==> src/rtl/uart_tx_frame_serializer.sv <==
// rtl/uart_tx_frame_serializer.sv - parametrised UART TX frame serializer clocked by the baud tick
module uart_tx_frame_serializer #(
    parameter int DATA_WIDTH = 8,
    parameter int PARITY_EN  = 1,
    parameter int PARITY_ODD = 0,
    parameter int STOP_BITS  = 1,
    parameter int LSB_FIRST  = 1
) (
    input  logic                  baud_rate_tx,
    input  logic                  rst,
    input  logic                  tx_valid,
    output logic                  tx_ready,
    input  logic [DATA_WIDTH-1:0] p_data_in,
    output logic                  s_data_out,
    output logic                  tx_busy,
    output logic                  frame_done
);

    localparam int CW = $clog2(DATA_WIDTH);
    localparam logic [CW-1:0] LAST_BIT = CW'(DATA_WIDTH - 1);
    localparam logic          LAST_STOP = 1'(STOP_BITS - 1);

    typedef enum logic [2:0] {
        IDLE   = 3'd0,
        START  = 3'd1,
        DATA   = 3'd2,
        PARITY = 3'd3,
        STOP   = 3'd4
    } state_t;

    state_t                  state;
    logic [DATA_WIDTH-1:0]   shift_reg;
    logic [CW-1:0]           bit_cnt;
    logic                    stop_cnt;
    logic                    parity_bit;

    logic                    final_stop;
    logic                    accept;
    logic                    head_bit;
    logic [DATA_WIDTH-1:0]   shift_next;

    // Parity over the whole word; odd parity is the even result inverted.
    function automatic logic calc_parity(input logic [DATA_WIDTH-1:0] d);
        return (^d) ^ (PARITY_ODD != 0);
    endfunction

    // The final stop cycle doubles as the accept window so frames can abut.
    assign final_stop = (state == STOP) && (stop_cnt == LAST_STOP);
    assign tx_ready   = (state == IDLE) || final_stop;
    assign accept     = tx_valid && tx_ready;

    // The next bit to send always sits at the head of the shift register;
    // the register moves toward that head once per data bit.
    assign head_bit   = (LSB_FIRST != 0) ? shift_reg[0] : shift_reg[DATA_WIDTH-1];
    assign shift_next = (LSB_FIRST != 0) ? {1'b0, shift_reg[DATA_WIDTH-1:1]}
                                         : {shift_reg[DATA_WIDTH-2:0], 1'b0};

    // Frame FSM; every output is registered with the value for the state being entered.
    always_ff @(posedge baud_rate_tx or posedge rst) begin
        if (rst) begin
            state      <= IDLE;
            shift_reg  <= '0;
            bit_cnt    <= '0;
            stop_cnt   <= 1'b0;
            parity_bit <= 1'b0;
            s_data_out <= 1'b1;
            tx_busy    <= 1'b0;
            frame_done <= 1'b0;
        end else begin
            frame_done <= 1'b0;
            if (accept) begin
                // Accept is only possible in IDLE or the final stop cycle.
                state      <= START;
                shift_reg  <= p_data_in;
                parity_bit <= calc_parity(p_data_in);
                bit_cnt    <= '0;
                stop_cnt   <= 1'b0;
                s_data_out <= 1'b0;
                tx_busy    <= 1'b1;
            end else begin
                case (state)
                    IDLE: begin
                        s_data_out <= 1'b1;
                        tx_busy    <= 1'b0;
                    end
                    START: begin
                        state      <= DATA;
                        s_data_out <= head_bit;
                        shift_reg  <= shift_next;
                        bit_cnt    <= '0;
                    end
                    DATA: begin
                        if (bit_cnt == LAST_BIT) begin
                            if (PARITY_EN != 0) begin
                                state      <= PARITY;
                                s_data_out <= parity_bit;
                            end else begin
                                state      <= STOP;
                                s_data_out <= 1'b1;
                                stop_cnt   <= 1'b0;
                                frame_done <= (STOP_BITS == 1);
                            end
                        end else begin
                            bit_cnt    <= bit_cnt + 1'b1;
                            s_data_out <= head_bit;
                            shift_reg  <= shift_next;
                        end
                    end
                    PARITY: begin
                        state      <= STOP;
                        s_data_out <= 1'b1;
                        stop_cnt   <= 1'b0;
                        frame_done <= (STOP_BITS == 1);
                    end
                    STOP: begin
                        s_data_out <= 1'b1;
                        if (final_stop) begin
                            state    <= IDLE;
                            tx_busy  <= 1'b0;
                            stop_cnt <= 1'b0;
                        end else begin
                            // Entering the last stop bit: that is the frame_done cycle.
                            stop_cnt   <= stop_cnt + 1'b1;
                            frame_done <= 1'b1;
                        end
                    end
                    default: begin
                        state      <= IDLE;
                        s_data_out <= 1'b1;
                        tx_busy    <= 1'b0;
                    end
                endcase
            end
        end
    end

endmodule

==> config.mk <==
export PLATFORM = sky130hd
export DESIGN_NAME = uart_tx_frame_serializer
export DESIGN_NICKNAME = d
export VERILOG_FILES = /design/src/rtl/uart_tx_frame_serializer.sv
export SDC_FILE = /design/constraint.sdc
export NUM_CORES = 1
export LEC_CHECK = 0
export BUFFER_PORTS_ARGS = -buffer_cell sky130_fd_sc_hd__buf_2
export CAP_MARGIN = 20
export CORE_ASPECT_RATIO = 0.6
export CORE_MARGIN = 3
export CORE_UTILIZATION = 40
export CTS_CLUSTER_SIZE = 10
export DETAILED_ROUTE_END_ITERATION = 10
export SYNTH_ARGS = -nofsm -noshare
export SYNTH_HDL_FRONTEND = slang
export SYNTH_SLANG_ARGS = --single-unit
==> constraint.sdc <==
create_clock -name baud_rate_tx -period 2.2 [get_ports baud_rate_tx]
set_input_delay 0.11 -clock baud_rate_tx [delete_from_list [all_inputs] [get_ports baud_rate_tx]]
set_output_delay 0.11 -clock baud_rate_tx [all_outputs]
set_load 0.02 [all_outputs]
== Word-level counts from Yosys, hierarchy flattened ==
Cells that the tools add are included.

* Flip-flop bits (word level): 19
* Bits of input ports: 11
* Output and inout bits: 4
* Word-level logic and storage cells: 54

* $add $sub $neg: 2
* Eq/ne operators: 10
* Mux-type cells: 22
* Bitwise operators: 1
* Reduce and logical (&&, ||, !) cells: 11

{| class="wikitable"
|+ Operators by type and width
! cell !! count
|-
| two-way mux 8 bit || 2
|-
| case mux 8 bit (2 select lines) || 1
|-
| two-way mux 3 bit || 5
|-
| case mux 3 bit (5 select lines) || 1
|-
| != test 3 bit (second input constant) || 3
|-
| two-way mux 1 bit || 8
|-
| case mux 1 bit (2 select lines) || 4
|-
| parity 8 bit || 1
|-
| == test 3 x 2 -> 1 bit (second input constant) || 2
|-
| == test 3 bit (second input constant) || 2
|-
| case mux 3 bit (2 select lines) || 1
|-
| nonzero test 3 bit || 2
|-
| AND reduction 2 bit || 2
|-
| adder 3 x 1 -> 3 bit (second input constant) || 1
|-
| == test 3 x 1 -> 1 bit (second input constant) || 1
|-
| zero test 3 bit || 1
|-
| AND reduction 3 bit || 1
|-
| OR reduction 3 bit || 1
|-
| logical AND 1 bit || 2
|-
| != test 2 x 1 -> 1 bit (second input constant) || 1
|-
| != test 2 bit (second input constant) || 1
|-
| adder 1 bit (second input constant) || 1
|-
| logical OR 1 bit || 1
|-
| inverter 1 bit || 1
|}

== Logic depth before layout (Yosys ltp) ==
Gate-level depths: netlist of the first run.

* Depth in word-level cells: 6
* Depth in mapped cells: 7
* Depth with buffers taken out: 6

== Least setup slack after synthesis of the first run ==
No wires, ideal clock.

* Kind: register to register
* Start point: register bit_cnt[0]
* End point: register bit_cnt[0]
* Setup time: 0.125 ns
* Data arrival time: 1.522 ns
* Data required time: 2.075 ns
* Path slack: 0.553 ns
* Cell stages (with the launch flop): 7
* Path buffers: 1
* Clock period less this slack: 1.647 ns
* Cells stage by stage: dfrtp_1 -> ha_1 -> ha_1 -> nor4b_4 -> a221oi_2 -> buf_4 -> mux2_2

* Cells in the longest elaborated chain, start to end: 4
* Elaborated cells between the ends (all ways): 7
* Classes of those cells: 1 x add/sub; 2 x eq/ne; 3 x mux; 1 x reduce/logical

{| class="wikitable"
|+ Ends and longest elaborated chain
! what !! RTL line !! RTL
|-
| start: declaration || 33 || <nowiki>logic [CW-1:0] bit_cnt;</nowiki>
|-
| start signal: assignment || 104 || <nowiki>bit_cnt <= bit_cnt + 1'b1;</nowiki>
|-
| adder 3 x 1 -> 3 bit || 104 ||
|-
| two-way mux 3 bit || 93 || <nowiki>if (bit_cnt == LAST_BIT) begin</nowiki>
|-
| case mux 3 bit (2 select lines) || 81 || <nowiki>case (state)</nowiki>
|-
| two-way mux 3 bit || 71 || <nowiki>if (accept) begin</nowiki>
|}

Several ways; a longest one is shown, not always the timed one. The select of a mux whose other input is x is not followed.
A chain may end at the register's enable or synchronous reset.

== Worst setup path in the final report of the first run ==
* Start point: register bit_cnt[0]
* End point: register shift_reg[6]

* Cells in the longest elaborated chain, start to end: 3

{| class="wikitable"
|+ Ends and longest elaborated chain
! what !! RTL line !! RTL
|-
| == test 3 bit || 93 ||
|-
| != test 3 bit (no line) || - ||
|-
| AND reduction 2 bit (no line) || - ||
|-
| end signal: assignment || 74 || <nowiki>shift_reg <= p_data_in;</nowiki>
|-
| end signal: assignment || 89 || <nowiki>shift_reg <= shift_next;</nowiki>
|-
| end signal: assignment || 106 || <nowiki>shift_reg <= shift_next;</nowiki>
|-
| end: declaration || 32 || <nowiki>logic [DATA_WIDTH-1:0] shift_reg;</nowiki>
|}

Every way passes these cells.

==> metrics.md, run 1 <==
| Metric | Value |
|---|---|
| Worst skew pair latency | 0.26 ns |
| RSZ-0062 raised after global routing | false |
| Hold Fails Final Rpt | 0 |
| Mapped Area | 1013 um^2 |
| Static Leak | 0.5510 nW |
| Floorplan core area | 2277 um^2 |
| Clk slew on worst S/H paths | 0.07 ns |
| Yosys top cell by area | dfrtp_1 |
| CP Cell Sequence | ha_1, ha_1, nor4b_4, a221oi_2, buf_4, nand2_1, o21ai_1 |
| Placed inst area | 1090 um^2 |
| Die area | 3194 um^2 |
| Filler cells | 224 |
| Hold WC Path Type | input port to flop |
| Max FO, Critical Path | 11 |
| First-pass GRT wire length | 3180 um |
| EDFF count, synth | 0 |
| Max-cap violations | 0 |
| Post-route cell area | 1154 um^2 |
| Sequential area share after synthesis | 47.04% |
| Via count | 684 |
| Final core occ | 50.66% |
| Die Ht | 44.99 um |
| CTS tree | yes |
| Detailed placement HPWL | 1367 um |
| Largest net degree at the start of global routing | 21 |
| Residual DRC | 0 |
| Initial antenna violation count | 0 |
| Outcome | finished, final reports clean |
| Top cell type's share of synthesized area | 44.44% |
| Drt first pass iters | 4 |
| WP data required | 2.37 ns |
| I/O Pins | 15 |
| Via density | 4.921 |
| Htree depth | 1 |
| Cell variety after synth | 30 |
| NumNets Final | 123 |
| Die width | 70.99 um |
| Fmax | 0.5234 GHz |
| Number of flip-flops in the largest register | 8 |
| Clock root cell | clkbuf_8 |
| P&R area growth vs syn | 13.83% |
| First-iteration detailed-routing DRC count | 26 |
| Most common cell in the netlist | dfrtp_1 |
| Hold wc startpoint | p_data_in[7] |
| Max_slew headroom | 52.77% |
| Worst reg2reg startpoint | bit_cnt[0] |
| DRT met1 WL | 1001 um |
| Number of global-route vias before repair | 666 |
| Layout cells sized above 1 | 26.61% |
| Post-Syn Instances | 92 |
| Synth Flop Type | dfrtp_1 |
| Yosys warns | 0 |
| Register bit total from synthesis | 19 |
| DR WL met2 | 732 um |
| Crit Path Category | flop to flop |
| CP peak stage delay | 0.53 ns |
| Total global routing track utilization | 13.25% |
| Fin. max-slew vios | 0 |
| Final antenna-violating net count | 0 |
| Synth top area cells | dfrtp_1 (44%), mux2i_1 (6.9%), xnor2_1 (6.9%) |
| Worst Setup SP | bit_cnt[0] |
| Met3 wire length | 70 um |
| Worst clock skew | 0.005623 ns |
| Rows | 13 |
| PD cells | 1296 nW/um^2 |
| Critical path's top delay family | compound AO/OA/AOI/OAI gates |
| Most frequent cells after synthesis | dfrtp_1 (18), nand2_1 (12), o21ai_1 (9), xnor2_1 (8), mux2i_1 (7) |
| Setup crit start kind | flop |
| N_diodes | 0 |
| Period utilization | 86.84% |
| Highest routed layer | met4 |
| Setup TNS | 0 ns |
| Buf+Inv Stages, Crit Path | 1 |
| Crit path arrival time | 2.09 ns |
| CP dominant cell by count | ha_1 |
| Clk buf depth | 2 |
| Post-synth ARST share | 100.0% |
| Initial Util | 44.51% |
| Slew @ Worst Pin | 0.7077 ns |
| Clock sinks | 19 |
| I/O Buffers | 14 |
| Peak VDD IR | 0.0005098 V |
| Final wirelength | 1824 um |
| Synthesized Nets | 105 |
| RePlAce Congestion | 0.8346 |
| Routed len/inst | 13.12 um |
| CP max stage cell | a221oi_2 |
| Grt total ovfl | 0 |
| Post-CTS Setup Repair Bufs | 0 |
| Final Critical Period | 1.911 ns |
| Setup violators final | 0 |
| Syn Area/Cell | 11.02 um^2 |
| CP Capture Type | flop |
| Cts bufs inserted | 3 |
[layout make-up]
cell class                      instances  area, um^2  area share [%]
Multi-Input combinational cell         66       479.2           41.54
Sequential cell                        19       476.7           41.32
Timing Repair Buffer                   19       110.1           9.544
Clock buffer                            3       41.29           3.579
Tap cell                               30       37.54           3.254
Clock inverter                          1       5.005          0.4338
Inverter                                1       3.754          0.3254
[through the flow]
stage                     hold slack (ns)  power, mW  setup WS (ns)  instances
after floorplan                   0.06039      1.144         0.5530         92
after global placement             0.2549      1.233         0.1628        133
after detailed placement           0.2583      1.243        0.06193        133
after CTS                          0.1366      1.490        0.06147        138
after global routing               0.1509      1.621         0.1114        139
final                              0.1392      1.496         0.2895        139
[cell usage in the layout (no fill, tap or decap), drive strengths merged, types with 3 or more instances in the layout]
cell | netlist | routed
nor2 | 4 | 4
o21ai | 12 | 12
dfrtp | 18 | 18
nand3b | 3 | 3
xnor2 | 8 | 8
clkbuf | 0 | 3
buf | 6 | 18
mux2i | 7 | 7
nand2 | 13 | 13
[path summary, 6_finish.rpt]
path	endpoint	slack (ns)	depth (start not counted)
max in group asynchronous	bit_cnt[1]	1.24	3
min in group asynchronous	shift_reg[5]	0.50	3
worst min register to register	shift_reg[2]	0.49	2
worst min-delay path	shift_reg[7]	0.14	3
worst max-delay path	shift_reg[6]	0.29	7
worst max register to register	shift_reg[6]	0.29	7
[what timing repair did]
action | 4_1_cts | 5_1_grt
endpoints found under the hold margin | 18 | 0
resized for setup | 0 | 0
hold buffers | 1 | 0
[cell families after synthesis]
kind of cell,Yosys count,share of synthesized area [%]
compound gates,21,14.20
simple gates,27,15.68
mux,8,8.025
flops,19,47.04
buf+inv,7,5.678
fa+ha+maj,2,2.469
xor+xnor,8,6.914
[worst min-delay path, stage by stage]
cell     delay [ns]
buf_2          0.10
nor2_1         0.04
o21ai_1        0.11
[layer usage]
layer	vias to the layer above	track usage, %
li1	353	-
met1	319	19.58
met2	8	17.86
met3	4	4.667
met4	0	4.494
met5	-	0
[report_power, final]
part	switching [mW]	internal (mW)	leakage, nW	total, mW
Combinational	0.363	0.301	0.282	0.664
Sequential	0.0992	0.491	0.243	0.590
Clock	0.115	0.126	0.0255	0.241
Total	0.577	0.918	0.551	1.50
(Power assumes the default switching activity.)
==> inputs of run 2 (changes only) <==
--- a/config.mk
+++ b/config.mk
@@ -7,11 +7,11 @@
 export LEC_CHECK = 0
 export BUFFER_PORTS_ARGS = -buffer_cell sky130_fd_sc_hd__buf_2
 export CAP_MARGIN = 20
-export CORE_ASPECT_RATIO = 0.6
 export CORE_MARGIN = 3
-export CORE_UTILIZATION = 40
+export CORE_UTILIZATION = 49
 export CTS_CLUSTER_SIZE = 10
 export DETAILED_ROUTE_END_ITERATION = 10
+export PLACE_DENSITY = 0.7
 export SYNTH_ARGS = -nofsm -noshare
 export SYNTH_HDL_FRONTEND = slang
 export SYNTH_SLANG_ARGS = --single-unit
==> run 2 against run 1 <==
Compared with the run above:
- sequential share of layout area is 1.1 points higher
- register-to-register slack better by 0.12 ns
- highest routed layer unchanged
- global-route usage is 1.7 points higher
==> metrics.md, run 2 (same netlist as run 1, synthesis figures left out) <==
| Metric | Value |
|---|---|
| Initial Util | 55.10% |
| Most frequent cells in the layout | dfrtp_1 (18), buf_2 (14), nand2_1 (12) |
| Register area | 476.7 um^2 |
| Htree depth | 1 |
| Final hold slack | 0.1045 ns |
| Final antenna-violating net count | 0 |
| Worst skew pair latency | 0.29 ns |
| Total global routing track utilization | 15.00% |
| Clock Power Share | 12.0% |
| Rows | 15 |
| RePlAce Congestion | 0.7663 |
| Largest net degree at the start of global routing | 21 |
| Clk buf depth | 2 |
| Max_slew headroom | 51.46% |
| Die width | 51.48 um |
| Final wirelength | 1706 um |
| First-pass GRT wire length | 2953 um |
| Peak VDD IR | 0.0006627 V |
| Hold Fails Final Rpt | 0 |
| Clock sinks | 19 |
| I/O Pins | 15 |
| Layout cells sized above 1 | 24.30% |
| Via count | 696 |
| Worst reg2reg startpoint | bit_cnt[0] |
| Max-cap violations | 0 |
| Setup TNS | 0 ns |
| Crit Path Category | flop to flop |
| Clk slew on worst S/H paths | 0.10 ns |
| Psw | 553.2 uW |
| Post-CTS Setup Repair Bufs | 0 |
| Setup crit start kind | flop |
| NumNets Final | 121 |
| Clock root cell | clkbuf_4 |
| Hold WC Path Type | input port to flop |
| Leading cell type in the layout, fill and taps excluded | dfrtp_1 |
| Drt first pass iters | 4 |
| Detailed placement HPWL | 1246 um |
| I/O Buffers | 14 |
| Filler cells | 164 |
| Via density | 5.273 |
| Outcome | finished, final reports clean |
| # placed instances | 127 |
| Area of the multi-input gates | 490.5 um^2 |
| WP data required | 2.43 ns |
| Die area | 2650 um^2 |
| PD cells | 1246 nW/um^2 |
| Seq pwr share | 42.9% |
| Static Leak | 0.5344 nW |
| Grt total ovfl | 0 |
| Sw Ratio | 39.51% |
| Period utilization | 81.43% |
| Fin. max-slew vios | 0 |
| RSZ-0062 raised after global routing | false |
| Slew @ Worst Pin | 0.7282 ns |
| CTS tree | yes |
| Fmax | 0.5582 GHz |
| Max FO, Critical Path | 20 |
| Layout Cells excl Fill | 132 |
| Initial antenna violation count | 0 |
| Final Critical Period | 1.791 ns |
| Comb pwr share | 45.1% |
| Worst Setup SP | bit_cnt[0] |
| Number of flip-flops in the largest register | 8 |
| Routed len/inst | 12.92 um |
| Setup violators final | 0 |
| Cts bufs inserted | 3 |
| Residual DRC | 0 |
| Number of global-route vias before repair | 662 |
| Die Ht | 51.48 um |
| Floorplan core area | 1839 um^2 |
| Hold wc startpoint | p_data_in[7] |
| Design internal power | 847.0 uW |
| Worst clock skew | 0.002674 ns |
| CP Capture Type | flop |
| Crit path arrival time | 2.02 ns |
| N_diodes | 0 |
| First-iteration detailed-routing DRC count | 11 |
| P&R area growth vs syn | 10.86% |
run 2: cell count changes in the layout (fill, tap and decap cells not counted), sizes merged:
cell	delta
clkinv	-1
buf	-2
clkbuf	+1
run 2: final cells by class:
| type | count | share of cell area [%] |
|---|---|---|
| clock buffers | 4 | 2.339 |
| inverters | 1 | 0.3341 |
| multi-input cells | 66 | 43.65 |
| flip-flops and latches | 19 | 42.43 |
| well taps | 25 | 2.784 |
| repair buffers | 17 | 8.463 |
run 2: worst paths after layout:
check	endpoint	cells after the start	slack, ns
min in group asynchronous	shift_reg[6]	3	0.47
hold reg to reg	shift_reg[4]	2	0.49
setup reg to reg	bit_cnt[0]	5	0.41
setup / recovery	bit_cnt[0]	5	0.41
max in group asynchronous	bit_cnt[2]	3	1.29
hold / removal	shift_reg[7]	3	0.10
run 2: stage by stage:
step                      worst slack, ns  total power [mW]  cell area (um^2)  util, %
final                              0.4086             1.400              1124    61.09
after global routing               0.2608             1.525              1124    61.09
after CTS                          0.1232             1.392              1112    60.48
after detailed placement           0.1342             1.217              1076    58.50
after global placement             0.1737             1.205              1076    58.50
after floorplan                    0.5530             1.144              1013        -
run 2: per-layer routing:
| metal | share of wire (%) | track usage [%] | up-vias | routed length, um |
|---|---|---|---|---|
| met5 | 0 | 0 | - | 0 |
| met4 | 0.70 | 2.620 | 0 | 12 |
| met3 | 6.0 | 6.122 | 2 | 103 |
| met2 | 47 | 23.94 | 21 | 796 |
| met1 | 47 | 19.22 | 326 | 794 |
| li1 | - | - | 347 | - |
run 2: what timing repair did:
| action | 4_1_cts | 5_1_grt |
|---|---|---|
| gates resized for setup | 0 | 1 |
| hold endpoints to repair | 18 | 0 |
| endpoints found under the setup margin | 0 | 9 |
| hold buffers | 1 | 0 |
run 2: power by group through the flow:
| stage | clock network [mW] | logic (mW) | registers [mW] |
|---|---|---|---|
| 3_5_place_dp | 0 | 0.611 | 0.606 |
| 6_report | 0.168 | 0.631 | 0.601 |
| 5_1_grt | 0.195 | 0.706 | 0.624 |
| 3_3_place_gp | 0 | 0.603 | 0.602 |
| 4_1_cts | 0.179 | 0.613 | 0.600 |
| 2_1_floorplan | 0 | 0.557 | 0.587 |
run 2: worst max-delay path, stage by stage, from the launching register on:
cell and delay (ns):
dfrtp_1 0.37, ha_1 0.15, ha_1 0.26, nor4b_4 0.09
a221oi_4 0.58, mux2_2 0.28
==> inputs of run 3 (changes only) <==
==> constraint.sdc (replaced) <==
create_clock -name baud_rate_tx -period 1.85 [get_ports baud_rate_tx]
set_input_delay 0.0925 -clock baud_rate_tx [delete_from_list [all_inputs] [get_ports baud_rate_tx]]
set_output_delay 0.0925 -clock baud_rate_tx [all_outputs]
set_load 0.02 [all_outputs]
==> run 3 against run 2 <==
Compared with the run above:
- final area is 4.7% higher
- sequential power up 15%
- via count increased by 1.4%
- clock-buffer cell count is the same
- largest cell class unchanged
- clock power rose by 23%
- utilization is 2.9 points higher
- register-to-register slack worse by 0.27 ns
- critical endpoint unchanged
==> metrics.md, run 3 (same netlist as run 1, synthesis figures left out) <==
| Metric | Value |
|---|---|
| Outcome | finished, final reports clean |
| Peak VDD IR | 0.0008181 V |
| Via density | 5.116 |
| Detailed placement HPWL | 1370 um |
| First-pass GRT wire length | 3077 um |
| Floorplan core area | 1839 um^2 |
| Drt first pass iters | 4 |
| Hold Fails Final Rpt | 0 |
| Layout cells sized above 1 | 28.32% |
| Max FO, Critical Path | 10 |
| Setup violators final | 0 |
| Largest net degree at the start of global routing | 21 |
| Routed len/inst | 13.54 um |
| Setup crit start kind | flop |
| Worst clock skew | 0.0009972 ns |
| Die Ht | 51.48 um |
| Slew @ Worst Pin | 0.7059 ns |
| Crit path arrival time | 1.91 ns |
| Hold WC Path Type | input port to flop |
| Area of the multi-input gates | 505.5 um^2 |
| Die width | 51.48 um |
| Final wirelength | 1869 um |
| Initial Util | 55.10% |
| Via count | 706 |
| Cts bufs inserted | 3 |
| Grt total ovfl | 0 |
| Clk slew on worst S/H paths | 0.10 ns |
| Total global routing track utilization | 16.07% |
| Die area | 2650 um^2 |
| WP data required | 2.04 ns |
| Register area | 476.7 um^2 |
| Rows | 15 |
| CTS tree | yes |
| Clock sinks | 19 |
| Final Critical Period | 1.716 ns |
| RSZ-0062 raised after global routing | false |
| I/O Pins | 15 |
| Clock root cell | clkbuf_4 |
| NumNets Final | 127 |
| First-iteration detailed-routing DRC count | 6 |
| I/O Buffers | 14 |
| PD cells | 1508 nW/um^2 |
| CP Capture Type | flop |
| # placed instances | 132 |
| Final antenna-violating net count | 0 |
| Max_slew headroom | 52.89% |
| N_diodes | 0 |
| RePlAce Congestion | 0.7631 |
| Max-cap violations | 0 |
| Worst skew pair latency | 0.30 ns |
| Initial antenna violation count | 0 |
| Clk buf depth | 2 |
| Most frequent cells in the layout | dfrtp_1 (18), buf_2 (14), nand2_1 (12) |
| Static Leak | 0.5630 nW |
| Number of global-route vias before repair | 722 |
| Final core occ | 63.95% |
| Crit Path Category | flop to flop |
| Leading cell type in the layout, fill and taps excluded | dfrtp_1 |
| Fmax | 0.5827 GHz |
| Period utilization | 92.77% |
| Htree depth | 1 |
| Number of flip-flops in the largest register | 8 |
| Layout Cells excl Fill | 138 |
| Fin. max-slew vios | 0 |
| P&R area growth vs syn | 16.05% |
| Residual DRC | 0 |
| Filler cells | 162 |
[run 3: metal layers]
metal | global-route usage (%) | wire, um | vias to the layer above
met3 | 5.539 | 70 | 5
met5 | 0 | 0 | -
li1 | - | - | 363
met4 | 7.860 | 36 | 0
met1 | 18.01 | 888 | 326
met2 | 26.91 | 874 | 12
[run 3: area by class of cell]
type	instances	share of cell area [%]
multi-input combinational	67	42.98
sequential	19	40.53
timing repair buffer	22	11.28
tap	25	2.660
clock buffer	4	2.234
inverter	1	0.3191
[run 3: repair_timing]
item	4_1_cts	5_1_grt
hold endpoints to repair	18	0
setup buffers	0	0
endpoints found under the setup margin	11	7
hold buffers	1	0
gates cloned	0	1
resized for setup	1	0
pin swaps	0	0
[run 3: stage by stage]
stage | hold slack, ns | instance area, um^2 | setup TNS (ns) | power (mW) | setup slack, ns
6_report | 0.07861 | 1176 | 0 | 1.773 | 0.1338
5_1_grt | 0.07930 | 1176 | 0 | 1.924 | 0.03745
4_1_cts | 0.07436 | 1161 | 0 | 1.755 | 0.08952
3_5_place_dp | 0.2379 | 1114 | -1.592 | 1.513 | -0.1900
3_3_place_gp | 0.2295 | 1114 | -0.8193 | 1.487 | -0.1165
2_1_floorplan | 0.04289 | 1013 | 0 | 1.361 | 0.2030
[run 3: power by group]
part           switching (mW)  internal, mW  leakage [nW]
clock                   0.123        0.0841        0.0150
combinational           0.472         0.401         0.305
sequential              0.110         0.583         0.243
[run 3: worst paths after layout]
path                                   start           end  slack (ns)  cells past startpoint
worst min register to register  shift_reg[4]  shift_reg[4]        0.49                      2
worst max register to register    bit_cnt[0]    bit_cnt[0]        0.13                      5
worst max-delay path              bit_cnt[0]    bit_cnt[0]        0.13                      5
worst min-delay path            p_data_in[7]  shift_reg[7]        0.08                      3
min in group asynchronous                rst  shift_reg[6]        0.44                      3
max in group asynchronous                rst  shift_reg[3]        0.97                      3
[run 3: worst max-delay path, stage by stage, from the launching register on]
cell	delay (ns)
dfrtp_1	0.40
ha_1	0.21
ha_1	0.23
nor4b_4	0.36
a221oi_4	0.12
mux2_2	0.30
